==> config.mk <==
export PLATFORM = sky130hd
export DESIGN_NAME = pc_redirect_ctrl
export DESIGN_NICKNAME = d
export VERILOG_FILES = /design/src/rtl/pc_redirect_ctrl.sv
export SDC_FILE = /design/constraint.sdc
export NUM_CORES = 1
export LEC_CHECK = 0
export ABC_CLOCK_PERIOD_IN_PS = 9600
export BUFFER_PORTS_ARGS = -buffer_cell sky130_fd_sc_hd__buf_4
export CAP_MARGIN = 30
export CORE_UTILIZATION = 51
export CTS_CLUSTER_DIAMETER = 150
export DETAILED_ROUTE_END_ITERATION = 10
export GPL_ROUTABILITY_DRIVEN = 0
export GPL_TIMING_DRIVEN = 0
export PLACE_DENSITY = 0.85
export SYNTH_ARGS = -nofsm -noshare
export SYNTH_HDL_FRONTEND = slang
export SYNTH_SLANG_ARGS = --single-unit
export TNS_END_PERCENT = 50
==> constraint.sdc <==
create_clock -name clk -period 9.6 [get_ports clk]
set_input_delay 0.96 -clock clk [delete_from_list [all_inputs] [get_ports clk]]
set_output_delay 0.96 -clock clk [all_outputs]
set_load 0.005 [all_outputs]
==> src/rtl/pc_redirect_ctrl.sv <==
// ----------------------------------------------------------------------------
// pc_redirect_ctrl
//
// Fetch-PC sequencer with branch-prediction shadowing and misprediction
// recovery for a short in-order pipeline (IF -> ID -> EX).
//
// Every ID-stage branch that enters the pipe pushes a shadow entry that
// records what the front end assumed about it: the predicted direction, the
// fall-through address (id_pc + 4) and the predicted target. When the branch
// resolves in EX, the oldest shadow entry is popped and compared with the
// resolved outcome. If they disagree, the younger wrong-path work is flushed,
// the shadow queue is emptied and fetch restarts at the correct address.
//
// Control FSM:
//   BOOT    : one cycle after reset; pc_f holds RESET_PC, fetch_valid = 0.
//   RUN     : normal sequencing; predicted-taken ID branches redirect fetch.
//   RECOVER : one bubble cycle after a misprediction; pc_f already holds the
//             corrected address and is held so the first fetch at it is
//             tagged valid once back in RUN.
//
// Parameters:
//   RESET_PC : fetch address loaded on reset.
//   DEPTH    : shadow queue entries; power of two in 2..8.
//
// Ports:
//   clk            : clock, all state updates on the rising edge.
//   reset          : synchronous active-high reset.
//   stall          : hazard stall; holds pc_f and blocks shadow pushes.
//   id_valid       : ID stage holds a valid instruction.
//   id_is_branch   : ID instruction is a branch or jump.
//   id_pred_taken  : predicted direction of the ID instruction.
//   id_pc          : PC of the ID instruction.
//   id_target      : computed target of the ID instruction.
//   ex_valid       : EX stage holds a valid instruction.
//   ex_is_branch   : EX instruction is a branch resolving this cycle.
//   ex_taken       : resolved direction.
//   ex_target      : resolved target.
//   pc_f           : registered fetch PC.
//   fetch_valid    : the fetch at pc_f is on the correct path.
//   flush_if       : kill IF/ID contents at the next edge.
//   flush_id       : kill ID/EX contents at the next edge.
//   mispredict     : EX misprediction detected this cycle (combinational).
//   mispredict_cnt : saturating count of mispredictions.
//   shadow_err     : sticky shadow-queue overflow/underflow flag.
// ----------------------------------------------------------------------------
module pc_redirect_ctrl #(
    parameter logic [31:0] RESET_PC = 32'h0000_0000,
    parameter int unsigned DEPTH    = 2
) (
    input  logic        clk,
    input  logic        reset,
    input  logic        stall,
    input  logic        id_valid,
    input  logic        id_is_branch,
    input  logic        id_pred_taken,
    input  logic [31:0] id_pc,
    input  logic [31:0] id_target,
    input  logic        ex_valid,
    input  logic        ex_is_branch,
    input  logic        ex_taken,
    input  logic [31:0] ex_target,
    output logic [31:0] pc_f,
    output logic        fetch_valid,
    output logic        flush_if,
    output logic        flush_id,
    output logic        mispredict,
    output logic [15:0] mispredict_cnt,
    output logic        shadow_err
);

    localparam int unsigned PTR_W = $clog2(DEPTH);
    localparam int unsigned CNT_W = PTR_W + 1;

    typedef enum logic [1:0] {
        StBoot    = 2'd0,
        StRun     = 2'd1,
        StRecover = 2'd2
    } state_e;

    // ------------------------------------------------------------------------
    // State
    // ------------------------------------------------------------------------
    state_e             state_q;
    logic               fetch_valid_q;
    logic [31:0]        pc_q;
    logic [31:0]        pc_d;
    logic [15:0]        miss_cnt_q;
    logic               err_q;

    // Shadow queue storage: one field per array, indexed by the ring pointers.
    logic [DEPTH-1:0]   sh_taken_q;
    logic [31:0]        sh_fall_q   [DEPTH];
    logic [31:0]        sh_target_q [DEPTH];
    logic [PTR_W-1:0]   rd_ptr_q;
    logic [PTR_W-1:0]   wr_ptr_q;
    logic [CNT_W-1:0]   count_q;

    // ------------------------------------------------------------------------
    // Decode
    // ------------------------------------------------------------------------
    logic               active;
    logic               in_run;
    logic               sh_empty;
    logic               sh_full;
    logic               head_taken;
    logic [31:0]        head_fall;
    logic [31:0]        head_target;
    logic               pop_req;
    logic               pop_ok;
    logic               push_req;
    logic               push_ok;
    logic               id_redirect;
    logic               miss;
    logic               overflow;
    logic               underflow;

    assign active      = ~reset;
    assign in_run      = (state_q == StRun);
    assign sh_empty    = (count_q == '0);
    assign sh_full     = (count_q == CNT_W'(DEPTH));

    assign head_taken  = sh_taken_q[rd_ptr_q];
    assign head_fall   = sh_fall_q[rd_ptr_q];
    assign head_target = sh_target_q[rd_ptr_q];

    // EX resolution only counts in RUN; in BOOT and RECOVER the EX stage
    // holds flushed or not-yet-started work.
    assign pop_req = ex_valid & ex_is_branch & in_run;
    assign pop_ok  = pop_req & ~sh_empty;

    // A taken branch must also match the predicted target; a correctly
    // predicted not-taken branch does not care what target was computed.
    assign miss = active & pop_ok &
                  ((ex_taken != head_taken) | (ex_taken & (ex_target != head_target)));

    assign push_req    = id_valid & id_is_branch & ~stall & ~miss & in_run;
    // A full queue still accepts a push when the head leaves the same cycle.
    assign push_ok     = push_req & (~sh_full | pop_ok);
    assign id_redirect = active & push_req & id_pred_taken;

    assign overflow    = push_req & sh_full & ~pop_ok;
    assign underflow   = pop_req & sh_empty;

    // ------------------------------------------------------------------------
    // Next fetch PC
    // ------------------------------------------------------------------------
    always_comb begin
        pc_d = pc_q;
        if (miss) begin
            pc_d = ex_taken ? ex_target : head_fall;
        end else if (stall) begin
            pc_d = pc_q;
        end else if (!in_run) begin
            // BOOT holds RESET_PC; RECOVER holds the corrected address.
            pc_d = pc_q;
        end else if (id_redirect) begin
            pc_d = id_target;
        end else begin
            pc_d = pc_q + 32'd4;
        end
    end

    always_ff @(posedge clk) begin
        if (reset) begin
            pc_q <= RESET_PC;
        end else begin
            pc_q <= pc_d;
        end
    end

    // ------------------------------------------------------------------------
    // Control FSM with registered fetch_valid
    // ------------------------------------------------------------------------
    always_ff @(posedge clk) begin
        if (reset) begin
            state_q       <= StBoot;
            fetch_valid_q <= 1'b0;
        end else begin
            case (state_q)
                StBoot: begin
                    state_q       <= StRun;
                    fetch_valid_q <= 1'b1;
                end
                StRun: begin
                    if (miss) begin
                        state_q       <= StRecover;
                        fetch_valid_q <= 1'b0;
                    end
                end
                StRecover: begin
                    state_q       <= StRun;
                    fetch_valid_q <= 1'b1;
                end
                default: begin
                    state_q       <= StBoot;
                    fetch_valid_q <= 1'b0;
                end
            endcase
        end
    end

    // ------------------------------------------------------------------------
    // Shadow queue pointers and occupancy
    // ------------------------------------------------------------------------
    always_ff @(posedge clk) begin
        if (reset) begin
            rd_ptr_q <= '0;
            wr_ptr_q <= '0;
            count_q  <= '0;
        end else if (miss) begin
            // Everything younger than the mispredicted branch is wrong-path.
            rd_ptr_q <= '0;
            wr_ptr_q <= '0;
            count_q  <= '0;
        end else begin
            if (pop_ok) begin
                rd_ptr_q <= rd_ptr_q + 1'b1;
            end
            if (push_ok) begin
                wr_ptr_q <= wr_ptr_q + 1'b1;
            end
            case ({push_ok, pop_ok})
                2'b10:   count_q <= count_q + 1'b1;
                2'b01:   count_q <= count_q - 1'b1;
                default: count_q <= count_q;
            endcase
        end
    end

    // Entry payload needs no reset: occupancy gates every read.
    always_ff @(posedge clk) begin
        if (active && !miss && push_ok) begin
            sh_taken_q[wr_ptr_q]  <= id_pred_taken;
            sh_fall_q[wr_ptr_q]   <= id_pc + 32'd4;
            sh_target_q[wr_ptr_q] <= id_target;
        end
    end

    // ------------------------------------------------------------------------
    // Status counters and flags
    // ------------------------------------------------------------------------
    always_ff @(posedge clk) begin
        if (reset) begin
            miss_cnt_q <= '0;
            err_q      <= 1'b0;
        end else begin
            if (miss && (miss_cnt_q != 16'hFFFF)) begin
                miss_cnt_q <= miss_cnt_q + 16'd1;
            end
            if (overflow || underflow) begin
                err_q <= 1'b1;
            end
        end
    end

    // ------------------------------------------------------------------------
    // Outputs
    // ------------------------------------------------------------------------
    assign pc_f           = pc_q;
    assign fetch_valid    = fetch_valid_q;
    assign mispredict     = miss;
    assign flush_if       = miss | id_redirect;
    assign flush_id       = miss;
    assign mispredict_cnt = miss_cnt_q;
    assign shadow_err     = err_q;

endmodule

==> flow_results.xml <==
<?xml version="1.0" encoding="UTF-8"?>
<metrics>
  <group name="logic_synthesis">
    <metric name="synthDominantAreaCellType" unit="">edfxtp_1</metric>
    <metric name="synth_sequential_area_ratio" unit="">0.5422</metric>
    <metric name="ys_async_sr_fraction" unit="">0</metric>
    <metric name="portion_of_synthesized_cell_area_occupied_by_the_leading_cell_type" unit="">0.4195</metric>
    <metric name="syn-mean-instance-area" unit="µm²">11.10</metric>
    <metric name="ys_seq_elements" unit="">187</metric>
    <metric name="netlist_top_cells_area" unit="">edfxtp_1, dfxtp_1, mux2i_1</metric>
    <metric name="synth_flop_cell" unit="">edfxtp_1</metric>
    <metric name="synth_nets" unit="">947</metric>
    <metric name="synth-edff-count" unit="">130</metric>
    <metric name="synth.yosys.warnings" unit="">0</metric>
    <metric name="ys_types" unit="">58</metric>
    <metric name="syn_inst" unit="">838</metric>
    <metric name="synth_area" unit="µm²">9305</metric>
  </group>
  <group name="critical_path">
    <metric name="timing.reg2reg.setup_slack" unit="ps">5210</metric>
    <metric name="timing.critical_path.fanout_max" unit="">11</metric>
    <metric name="timing.critical_path.required" unit="ps">8640</metric>
    <metric name="critPathSlowestCell" unit="">nor4_1</metric>
    <metric name="crit_chain" unit="">buf_6, buf_6, mux2i_1, xnor2_1, nor4_1, nand4_1, nor3_2, nor2_1, buf_1, buf_4, buf_4</metric>
    <metric name="crit_family" unit="">buffers and inverters</metric>
    <metric name="timing.critical_path.buf_inv" unit="">5</metric>
    <metric name="crit-reg2reg-capture" unit="">sh_fall_q[1][18]</metric>
    <metric name="worst_ep_arrival_time" unit="ps">3440</metric>
    <metric name="critical_path.startpoint_type" unit="">flip-flop</metric>
    <metric name="cp.depth" unit="">11</metric>
    <metric name="worst_path_largest_cell_delay" unit="ps">450</metric>
    <metric name="cp-end-kind" unit="">output pin</metric>
    <metric name="ff2ff_path_depth" unit="">14</metric>
    <metric name="path_class" unit="">flip-flop to output pin</metric>
  </group>
  <group name="global_routing">
    <metric name="overflow" unit="">0</metric>
    <metric name="largest_net_degree_at_the_start_of_global_routing" unit="">17</metric>
    <metric name="grt_use_met3" unit="">0.07407</metric>
    <metric name="grt_met2_usage" unit="">0.4708</metric>
    <metric name="busiest_layer" unit="">met2</metric>
    <metric name="grt_pass1_vias" unit="">7366</metric>
    <metric name="grt.total_usage" unit="">0.2928</metric>
    <metric name="antenna_found_initial" unit="">0</metric>
    <metric name="grt_pass1_wl" unit="µm">40410</metric>
    <metric name="grt_util_met1" unit="">0.3688</metric>
  </group>
  <group name="worst_hold_path">
    <metric name="hp-start" unit="">mispredict_cnt[13]</metric>
    <metric name="timing.hold.worst_endpoint" unit="">mispredict_cnt[13]</metric>
    <metric name="timing.hold.worst.class" unit="">flip-flop to flip-flop</metric>
    <metric name="timing.hold.worst_path_depth" unit="">2</metric>
  </group>
  <group name="place">
    <metric name="dp_hpwl" unit="µm">20130</metric>
    <metric name="io_buffer_count" unit="">156</metric>
    <metric name="place.detailed.instances" unit="">1239</metric>
    <metric name="place_area" unit="µm²">10920</metric>
  </group>
  <group name="cts">
    <metric name="tritoncts" unit="">done</metric>
    <metric name="numCtsBuffers" unit="">17</metric>
    <metric name="postCtsSetupRepairBufs" unit="">0</metric>
    <metric name="clk_pin_slew" unit="ps">70</metric>
    <metric name="post_cts_sizing" unit="">0</metric>
    <metric name="ctsLongestPathBuffers" unit="">2</metric>
    <metric name="number_of_sinks_handled_by_clock_tree_synthesis" unit="">187</metric>
    <metric name="cts_root_buffer" unit="">clkbuf_16</metric>
    <metric name="insertion_delay" unit="ps">440</metric>
    <metric name="hold_buffers" unit="">0</metric>
    <metric name="clock_tree.htree_level_count" unit="">4</metric>
  </group>
  <group name="timing">
    <metric name="fmax" unit="MHz">227.1</metric>
    <metric name="worst_slew_pin_slew" unit="ps">867.1</metric>
    <metric name="report.final.hold_viol_count" unit="">0</metric>
    <metric name="setup_viol" unit="">0</metric>
    <metric name="timing.slew.headroom" unit="">0.4175</metric>
    <metric name="layout_worst_path_cycle_share" unit="">0.4587</metric>
    <metric name="report.final.slew_viol_count" unit="">0</metric>
    <metric name="finClkSkew" unit="ps">12.27</metric>
    <metric name="period_needed" unit="ps">4404</metric>
    <metric name="setup_repair_after_global_routing_missed_its_margin" unit="">false</metric>
  </group>
  <group name="floorplanning">
    <metric name="chip_height" unit="µm">137.1</metric>
    <metric name="io-pin-count" unit="">158</metric>
    <metric name="row_count" unit="">49</metric>
    <metric name="chipWidth" unit="µm">137.1</metric>
    <metric name="design.core.area" unit="µm²">17900</metric>
    <metric name="die_area" unit="µm²">18790</metric>
    <metric name="floorplan.initialDensity" unit="">0.5198</metric>
  </group>
  <group name="layout">
    <metric name="final-instance-count-excl-fill" unit="">1271</metric>
    <metric name="antenna-diode-count" unit="">0</metric>
    <metric name="drive_above_1_share" unit="">0.2246</metric>
    <metric name="nFillCells" unit="">1386</metric>
    <metric name="layout-area-overhead-vs-synth" unit="%">23.80</metric>
    <metric name="design.final.nets" unit="">1138</metric>
    <metric name="final_area" unit="µm²">11520</metric>
  </group>
  <group name="status">
    <metric name="run_status" unit="">complete, no violations</metric>
  </group>
  <group name="flow_run">
    <metric name="cap_violations" unit="">0</metric>
  </group>
  <group name="drt">
    <metric name="vias" unit="">7824</metric>
    <metric name="route.detailed.vias_per_inst" unit="">6.156</metric>
    <metric name="wl_per_cell" unit="µm">21.00</metric>
    <metric name="drt_pre_antenna_iters" unit="">6</metric>
    <metric name="residual_drc" unit="">0</metric>
    <metric name="detailedRoute.firstIterationViolations" unit="">925</metric>
    <metric name="antenna_violating_nets_post_route" unit="">0</metric>
    <metric name="totalWireLength" unit="µm">26700</metric>
  </group>
  <group name="pwr">
    <metric name="power_switching_share" unit="">0.2261</metric>
    <metric name="cellPowerDensity" unit="nW/µm²">150.6</metric>
    <metric name="maximum_vdd_ir_drop" unit="µV">135.4</metric>
    <metric name="netSwitchingPower" unit="mW">0.3923</metric>
    <metric name="power.combinational.fraction" unit="">0.080</metric>
    <metric name="power.leakage" unit="nW">3.952</metric>
    <metric name="pwr-share-seq" unit="">0.505</metric>
    <metric name="intPower" unit="mW">1.343</metric>
    <metric name="power.clock.fraction" unit="">0.415</metric>
  </group>
</metrics>
-- synth_stat cells (8+ instances only) --
| library cell | instances |
|---|---|
| o21ai_0 | 19 |
| and3_1 | 12 |
| a21oi_1 | 67 |
| dfxtp_1 | 57 |
| inv_1 | 8 |
| buf_1 | 8 |
| mux2i_1 | 82 |
| buf_2 | 10 |
| o21ai_1 | 14 |
| nand3_1 | 33 |
| nor4_1 | 9 |
| nor3_1 | 12 |
| o221ai_1 | 10 |
| mux2_1 | 13 |
| nor2_1 | 68 |
| o22ai_1 | 11 |
| o31ai_1 | 9 |
| clkbuf_1 | 24 |
| nand4_1 | 21 |
| xor2_1 | 10 |
| edfxtp_1 | 130 |
| nand2_1 | 54 |
| and4_1 | 8 |
| or4_1 | 10 |
| xnor2_1 | 57 |
-- routing by layer --
| layer | share of wire | vias up |
|---|---|---|
| li1 | - | 3552 |
| met1 | 0.38 | 3662 |
| met2 | 0.47 | 510 |
| met3 | 0.11 | 100 |
| met4 | 0.045 | 0 |
| met5 | 0 | - |
-- worst reg2reg max path, delay by kind of cell (launching register included) --
family                    cells  cell delay, ps
buffers and inverters         7            1520
xor gates and xnor gates      1             110
DFF                           1             330
muxes                         1             350
and+or+nand+nor               5            1800
-- worst max path at each step --
stage	from	slack (ps)	to
finish	flip-flop	5200	mispredict
global route	flip-flop	5060	sh_fall_q[1][18]
CTS	flip-flop	5290	mispredict
detailed placement	ex_target[22]	5170	sh_fall_q[1][21]
global placement	ex_target[3]	-3970	sh_fall_q[0][21]
floorplan	stall	170	sh_fall_q[0][0]
-- area by class of cell --
type | instances | area [µm²] | share of cell area
Clock buffer | 19 | 432.9 | 0.03758
Clock inverter | 13 | 165.2 | 0.01434
Multi-Input combinational cell | 592 | 3989 | 0.3463
Inverter | 9 | 33.78 | 0.002933
Tap cell | 229 | 286.5 | 0.02487
Timing Repair Buffer | 172 | 1319 | 0.1145
Sequential cell | 187 | 5045 | 0.4379
Buffer | 50 | 249.0 | 0.02161
-- power by group through the flow --
stage | clock network [mW] | logic (mW) | registers, mW
after global placement | 0 | 0.131 | 0.895
final | 0.720 | 0.139 | 0.876
after CTS | 0.718 | 0.136 | 0.876
after floorplan | 0 | 0.0572 | 0.894
after global routing | 0.761 | 0.147 | 0.877
after detailed placement | 0 | 0.135 | 0.894
-- logic make-up (layout without fill, tap and decap cells) --
group                      after synthesis  after routing  share of synthesized area
AOI/OAI and AO/OA                      166            166                     0.1109
xor gates and xnor gates                67             67                    0.06306
adders and majority gates                4              4                   0.005379
buffers and inverters                   59            263                    0.03039
DFF                                    187            187                     0.5422
muxes                                   96             96                     0.1056
and+or+nand+nor                        259            259                     0.1425
-- sequential cells by signal, indices dropped and copies added, names as in the netlist, named ones only --
register,count
sh_target_q,64
state_q,2
sh_fall_q,64
fetch_valid,1
shadow_err,1
rd_ptr_q,1
mispredict_cnt,16
pc_f,32
wr_ptr_q,1
count_q,2
sh_taken_q,2
-- metrics by stage --
| stage | utilization | hold WS (ps) | power, mW | setup TNS, ps | worst slack [ps] |
|---|---|---|---|---|---|
| 2_1_floorplan | - | 460.4 | 0.9510 | 0 | 169.1 |
| 3_3_place_gp | 0.6012 | 476.7 | 1.026 | -296000 | -3972 |
| 6_report | 0.6435 | 504.2 | 1.735 | 0 | 5196 |
| 3_5_place_dp | 0.6101 | 487.9 | 1.029 | 0 | 5168 |
| 4_1_cts | 0.6435 | 504.1 | 1.730 | 0 | 5291 |
| 5_1_grt | 0.6435 | 526.4 | 1.785 | 0 | 5060 |
-- placed cells by master, fill, tap and decap left out, types with 10 or more instances in the layout --
master     instances
nand2_1           54
o21ai_1           14
xnor2_1           57
buf_4            167
clkbuf_1          26
xor2_1            10
buf_6             11
edfxtp_1         130
clkbuf_16         17
mux2_1            13
nand3_1           33
a21oi_1           67
nor3_1            11
o221ai_1          10
or4_1             10
and3_1            12
nand4_1           21
dfxtp_1           57
mux2i_1           82
o22ai_1           11
o21ai_0           19
buf_2             11
nor2_1            68
Power figures use the tool's default switching activity.
